--- config.mk ---
export PLATFORM = sky130hd
export DESIGN_NAME = multi_debounce
export DESIGN_NICKNAME = d
export VERILOG_FILES = /design/src/rtl/multi_debounce.sv
export SDC_FILE = /design/constraint.sdc
export NUM_CORES = 1
export LEC_CHECK = 0
export BUFFER_PORTS_ARGS = -buffer_cell sky130_fd_sc_hd__clkbuf_2
export CORE_UTILIZATION = 45
export DETAILED_ROUTE_END_ITERATION = 8
export PLACE_DENSITY = 0.68
export REMOVE_ABC_BUFFERS = 1
export SLEW_MARGIN = 40
export SYNTH_ARGS = -nofsm -noshare
export SYNTH_HDL_FRONTEND = slang
export SYNTH_SLANG_ARGS = --single-unit
--- constraint.sdc ---
create_clock -name clk -period 3.8 [get_ports clk]
set_clock_uncertainty 0.05 [all_clocks]
set_input_delay 1.14 -clock clk [delete_from_list [all_inputs] [get_ports clk]]
set_output_delay 1.14 -clock clk [all_outputs]
set_load 0.03 [all_outputs]
--- src/rtl/multi_debounce.sv ---
// Multi-channel debouncer: per-channel stability counter, registered level,
// one-cycle rise/fall pulses and a combined any_change flag.
//
// Ports:
//   clk            system clock, rising edge
//   reset          asynchronous active-high reset
//   sample_en      sample strobe, counters advance only when high
//   data_in        raw inputs, one bit per channel
//   data_debounced registered stable levels
//   rise / fall    one-cycle pulses on debounced 0->1 / 1->0
//   any_change     registered OR of rise|fall
//
// Optional macro DEBOUNCE_SYNC_EN adds a 2-flop synchroniser per channel
// ahead of the comparison (+2 edges latency).
module multi_debounce #(
  parameter int CHANNELS = 4,
  parameter int CNT_WIDTH = 16,
  parameter int THRESHOLD = 2**CNT_WIDTH-1,
  parameter logic [CHANNELS-1:0] RST_LEVEL = '0
) (
  input  logic                clk,
  input  logic                reset,
  input  logic                sample_en,
  input  logic [CHANNELS-1:0] data_in,
  output logic [CHANNELS-1:0] data_debounced,
  output logic [CHANNELS-1:0] rise,
  output logic [CHANNELS-1:0] fall,
  output logic                any_change
);

  localparam logic [CNT_WIDTH-1:0] CNT_LAST =
    CNT_WIDTH'(THRESHOLD - 1);
  localparam logic [CNT_WIDTH-1:0] CNT_ONE = CNT_WIDTH'(1);

  logic [CHANNELS-1:0] samp;

`ifdef DEBOUNCE_SYNC_EN
  logic [CHANNELS-1:0] sync1_q, sync2_q;

  always_ff @(posedge clk or posedge reset) begin
    if (reset) begin
      sync1_q <= RST_LEVEL;
      sync2_q <= RST_LEVEL;
    end else begin
      sync1_q <= data_in;
      sync2_q <= sync1_q;
    end
  end

  assign samp = sync2_q;
`else
  assign samp = data_in;
`endif

  logic [CNT_WIDTH-1:0] cnt_q [CHANNELS];
  logic [CNT_WIDTH-1:0] cnt_d [CHANNELS];
  logic [CHANNELS-1:0]  level_q, level_d;
  logic [CHANNELS-1:0]  rise_q, rise_d;
  logic [CHANNELS-1:0]  fall_q, fall_d;
  logic                 any_q, any_d;
  logic [CHANNELS-1:0]  accept;

  // A match clears the count even without a strobe, so a bounce back
  // to the current level always restarts the run from zero.
  always_comb begin
    level_d = level_q;
    accept  = '0;
    for (int i = 0; i < CHANNELS; i++) begin
      cnt_d[i] = cnt_q[i];
      if (samp[i] == level_q[i]) begin
        cnt_d[i] = '0;
      end else if (sample_en) begin
        if (cnt_q[i] == CNT_LAST) begin
          accept[i]  = 1'b1;
          level_d[i] = samp[i];
          cnt_d[i]   = '0;
        end else begin
          cnt_d[i] = cnt_q[i] + CNT_ONE;
        end
      end
    end
    rise_d = accept & samp;
    fall_d = accept & ~samp;
    any_d  = |accept;
  end

  always_ff @(posedge clk or posedge reset) begin
    if (reset) begin
      for (int i = 0; i < CHANNELS; i++) begin
        cnt_q[i] <= '0;
      end
      level_q <= RST_LEVEL;
      rise_q  <= '0;
      fall_q  <= '0;
      any_q   <= 1'b0;
    end else begin
      for (int i = 0; i < CHANNELS; i++) begin
        cnt_q[i] <= cnt_d[i];
      end
      level_q <= level_d;
      rise_q  <= rise_d;
      fall_q  <= fall_d;
      any_q   <= any_d;
    end
  end

  assign data_debounced = level_q;
  assign rise           = rise_q;
  assign fall           = fall_q;
  assign any_change     = any_q;

endmodule

# --- Yosys cells after proc, flatten, opt, wreduce, memory -nomap -nowiden ---
# Index checks and enable logic that the tools add are counted.
totals:
  regBits: 77
  output_inout_bits: 13
  wordCells: 63
classes:
  n_addsub: 4
  eq_ne: 8
  mux: 24
  n_reduce_logical: 9
  n_bitwise: 7
ops:
  columns: ["operator", "count"]
  rows:
  - ["2-to-1 mux 16 bit", 12]
  - ["adder 16 x 1 -> 16 bit (second input constant)", 4]
  - ["equality test 16 bit (second input constant)", 4]
  - ["2-to-1 mux 1 bit", 12]
  - ["AND reduction 3 bit", 4]
  - ["AND 4 bit", 2]
  - ["nonzero test 2 bit", 4]
  - ["equality test 1 bit", 4]
  - ["NOT 1 bit", 4]
  - ["NOT 4 bit", 1]
  - ["OR reduction 4 bit", 1]

# --- Logic depth before layout (Yosys ltp) ---
depth:
  word_depth: 5
  mapped_depth: 8

# --- Least setup slack after synthesis ---
# Ideal clock, no wire load.
synth_path:
  path_kind: "input to register"
  start: "in data_in[0]"
  end: "reg cnt_q[58] in the netlist's numbering"
  setup_ps: 121
  t_arrival_ps: 2316
  t_required_ps: 3629
  setup_slack_ps: 1313
  cell_stages: 5
  path_cell_list: "xor2_1 a21boi_1 or3b_2 xnor2_1 nor2_1"
synth_via:
  elab_chain_len: 2
  word_cells_on_any_way: 3
  cone_classes: "eq/ne: 1; mux: 1; reduce/logical: 1"
synth_lines:
  columns: ["element", "line_no", "source"]
  rows:
  - ["start: declaration", "24", "input logic [CHANNELS-1:0] data_in,"]
  - ["equality test 1 bit *", "70", "if (samp[i] == level_q[i]) begin"]
  - ["2-to-1 mux 16 bit / nonzero test 2 bit (equally long branches)", null, null]
  - ["end signal: indexed assignment", "98", "cnt_q[i] <= cnt_d[i];"]
  - ["end: declaration", "55", "logic [CNT_WIDTH-1:0] cnt_q [CHANNELS];"]
# Every way passes the cells marked *; elsewhere a longest branch is shown, timed or not.
# A chain may end at the register's enable or synchronous reset.

# --- Worst setup path after layout ---
layout_path:
  start: "in data_in[3]"
  end: "reg cnt_q[9] in the netlist's numbering"
# Same word-level chain as after synthesis.

==> results.txt <==
- Run status: finished, final reports clean
* Count of pins on the block boundary: 20
- Counting every instance in the synthesized netlist gives 443.
- The share of the Yosys chip area taken by registers is a little under half.
* Post-synthesis mux area share: 2.04%
- Setup total negative slack on the finished layout was measured at 0 ns.
- Of the available clock period, the critical path in the final layout requires between 60% and 70%.
- Global-route usage over all layers: 19.8%
- Post-CTS repair changed the size of 0 cells.
- Avg Cell Area, Syn: between 9 and 10 um2
- Detail Route met3 WL: approximately 320 um
- For this run, design rule violations remaining after detail routing come to 0.
* Final critical path time including I/O delays and setup: roughly 2.6 ns
- Setup repair after global routing left no endpoint under its margin.
- Total of max-cap violations: 0
* Design area: around 0.0044 mm2
- Number of global-route vias before repair: approximately 3,100
- Power Dens Cells: between 300 and 400 mW/mm2
* Highest clock rate: about 380 MHz
- Static Leakage: a little under 2 nW
* Vias per inst: around 5.7
- Across the VDD grid, the largest voltage drop is about 0.17 mV.
- The final number of max-transition violations was 0.
- Once the clock tree was built, the setup fixing pass inserted 0 buffers.
- # clock sinks: just under 80
- Starting Density: 46.4%
- Library cell with the largest summed area after synthesis: dfrtp_1
- Commonest cells after routing, fill and taps aside: 77 x dfrtp_1, 50 x nand2_1, 41 x nand3_1
* Maximum number of pins on one net before global-route repair: 78
* Iteration-0 DRC Markers: approximately 130
* Placer Congestion: approximately 0.9
- Counting flops with an async set or reset pin after synthesis yields a share of 100%.
- Simple-gate area share of the yosys netlist: about a quarter
- Post-synthesis instance area: about 0.004 mm2
- In this run the worst path has a maximum fanout of 15.
- Clock edge transition at the registers on the reported setup and hold paths: around 0.08 ns
- Measured in cells, the most critical reg-to-reg path has a length of 8.
- For this run the aggregate overflow at the end of global routing stands at 0.
- ANT nets after route: 0
- Headroom to the max-slew limit came out at between 50% and 60%.
* Floorplan die height: 96.8 um
- The most used flip-flop cell after synthesis is dfrtp_1.
* Vias after detailed routing: ~3,300
* M1 WL: approximately 4.1 mm
- Most common cell after layout, fill and taps aside: dfrtp_1
- Number of enable flip-flop cells after synthesis: 0
- The tightest min-delay check is of the flip-flop to flip-flop type.
* Count of standard-cell rows: 34
- Worst Path Class, Setup: input port to flip-flop
- Arrival time of data at the critical path endpoint: between 2 and 3 ns
* DP Wirelength: a little under 6 mm
- The synthesized design devotes to its leading area cell type 47.6% of total area.
* CTS tree: done
* Adder and majority gate portion of the synthesized area: ~2.5%
- Later-pin clock latency in the skew report: 0.35 ns
- At the worst endpoint, the required time is roughly 4 ns.
* Number of hold-slack violations in the final timing report: 0
- Signal routing reaches up to met4.
- In this run the register-to-register setup slack is around 1.6 ns.
- The area growth from synthesis to layout is 10.0%.
* Initial antenna violation count: 0
* Final setup violation count: 0
* Hold Path Stages: 1
- Pin slew with the least headroom to its limit: 0.684 ns
- Clock Path Buffers: 2
- Die area: roughly 0.0094 mm2
* Global-route wire length before repair: roughly 15 mm
- Counting the buffers created by CTS gives 9.
- Post-synth cell types: 57
* Detailed Route WL: about 8.4 mm
* Crit. End Element: flip-flop
* Number of antenna repair diodes: 0
- Wire length per cell after detailed routing: between 10 and 15 um
* Width of the die: roughly 97 um
- By area, the combinational part of the netlist is dominated by simple AND/OR/NAND/NOR gates.
- CTS built an H-tree with a depth of 3.
- For this design, the CTS-stage hold fixing added 0 buffers.
- By area the synthesized netlist is led by dfrtp_1 48%, nand3_1 5.1%, nand2_1 4.6%, o21ai_0 3.7%, nor2_1 3.4%.
* Share of final-layout standard cells stronger than drive strength 1: between 10% and 20%
- Wire length on met2: just under 4 mm
- Drt pass-1 iters: 4
- Total of warnings raised by yosys: 0
- Xor and xnor area share after synthesis: under 10%
- The worst setup path is launched from an input port.
* Core Footprint: 0.00872 mm2
- Fraction of the mapped netlist area in compound gates: between 10% and 20%
- Placement Cell Area: between 0.004 and 0.005 mm2
- The cell sitting at the root of the clock tree is a clkbuf_8.
- Number of nets in the layout: between 400 and 500
- Number of register bits inferred by synthesis: 77
- During placement, the flow inserted port buffers numbering 19.
[sequential cells by signal (all words and copies together) (netlist names)]
name,count
fall,4
cnt_q,64
rise,4
data_debounced,4
any_change,1
[worst paths after layout]
kind / from / endpoint
max: data_in[3] / cnt_q[9]
min: cnt_q[31] / cnt_q[31]
min reg2reg: cnt_q[31] / cnt_q[31]
max reg2reg: cnt_q[0] / cnt_q[9]
min in group asynchronous: reset / rise[3]
max in group asynchronous: reset / cnt_q[6]
[routing by layer]
metal | vias up | global-route usage (%)
met4 | 0 | 7.23
met1 | 1585 | 27.7
met2 | 77 | 30.1
met5 | - | 0
li1 | 1634 | -
met3 | 8 | 4.41
[critical path, stage by stage]
cell	delay [ns]
clkbuf_2	0.13
xor2_1	0.22
nand2_1	0.32
a21oi_1	0.51
buf_4	0.25
and3_1	0.16
a211o_1	0.10
[power by group]
| group | internal (mW) | switching [mW] | leakage, nW |
|---|---|---|---|
| sequential | 0.830 | 0.0185 | 1.07 |
| combinational | 0.0272 | 0.0655 | 0.782 |
| clock | 0.319 | 0.304 | 0.0943 |
| total | 1.18 | 0.387 | 1.95 |
[metrics by stage]
| step | total power, mW | util (%) | std cells | hold WS, ns | worst slack (ns) |
|---|---|---|---|---|---|
| 5_1_grt | 1.64 | 51.0 | 577 | 0.453 | 0.951 |
| 6_report | 1.56 | 51.0 | 577 | 0.438 | 1.20 |
| 3_3_place_gp | 0.956 | 48.7 | 561 | 0.419 | 0.942 |
| 4_1_cts | 1.59 | 51.0 | 577 | 0.440 | 1.23 |
| 3_5_place_dp | 0.958 | 48.7 | 561 | 0.424 | 0.869 |
| 2_1_floorplan | 0.923 | - | 430 | 0.395 | 0.643 |
[area by class of cell]
cell class | count | area (um2)
clock buffers | 10 | 138
repair buffers | 23 | 129
well taps | 108 | 135
fillers | 811 | 4270
inverters | 21 | 78.8
clock inverters | 6 | 62.6
flip-flops and latches | 77 | 1930
multi-input cells | 332 | 1980
[logic make-up after synthesis]
family                   count (synthesis)
flip-flops                              77
buffers and inverters                   34
multiplexers                             8
adder cells (fa/ha/maj)                  8
AND/OR/NAND/NOR                        206
XOR/XNOR                                20
AO/OA/AOI/OAI                           90
[Yosys cell counts (2+ instances only)]
library cell / instances
or4_1: 2
nand4_1: 15
and4_1: 3
o21ai_0: 30
mux2_2: 2
nor3_1: 13
nor3b_1: 2
nand2_1: 50
ha_1: 8
nor4_1: 3
nor2_1: 37
or3_1: 10
xor2_2: 2
buf_2: 7
xor2_1: 12
or2_2: 5
a31oi_1: 14
and3_1: 7
a211oi_1: 3
dfrtp_1: 77
a21o_1: 3
a22o_1: 2
clkbuf_1: 4
a21oi_1: 19
and2_1: 6
o31ai_1: 2
o311ai_0: 3
xnor2_1: 6
o2111ai_1: 2
nand3_1: 41
nand2b_1: 2
inv_1: 21
mux2i_1: 6
No activity file was read; power rests on OpenSTA's default activity.
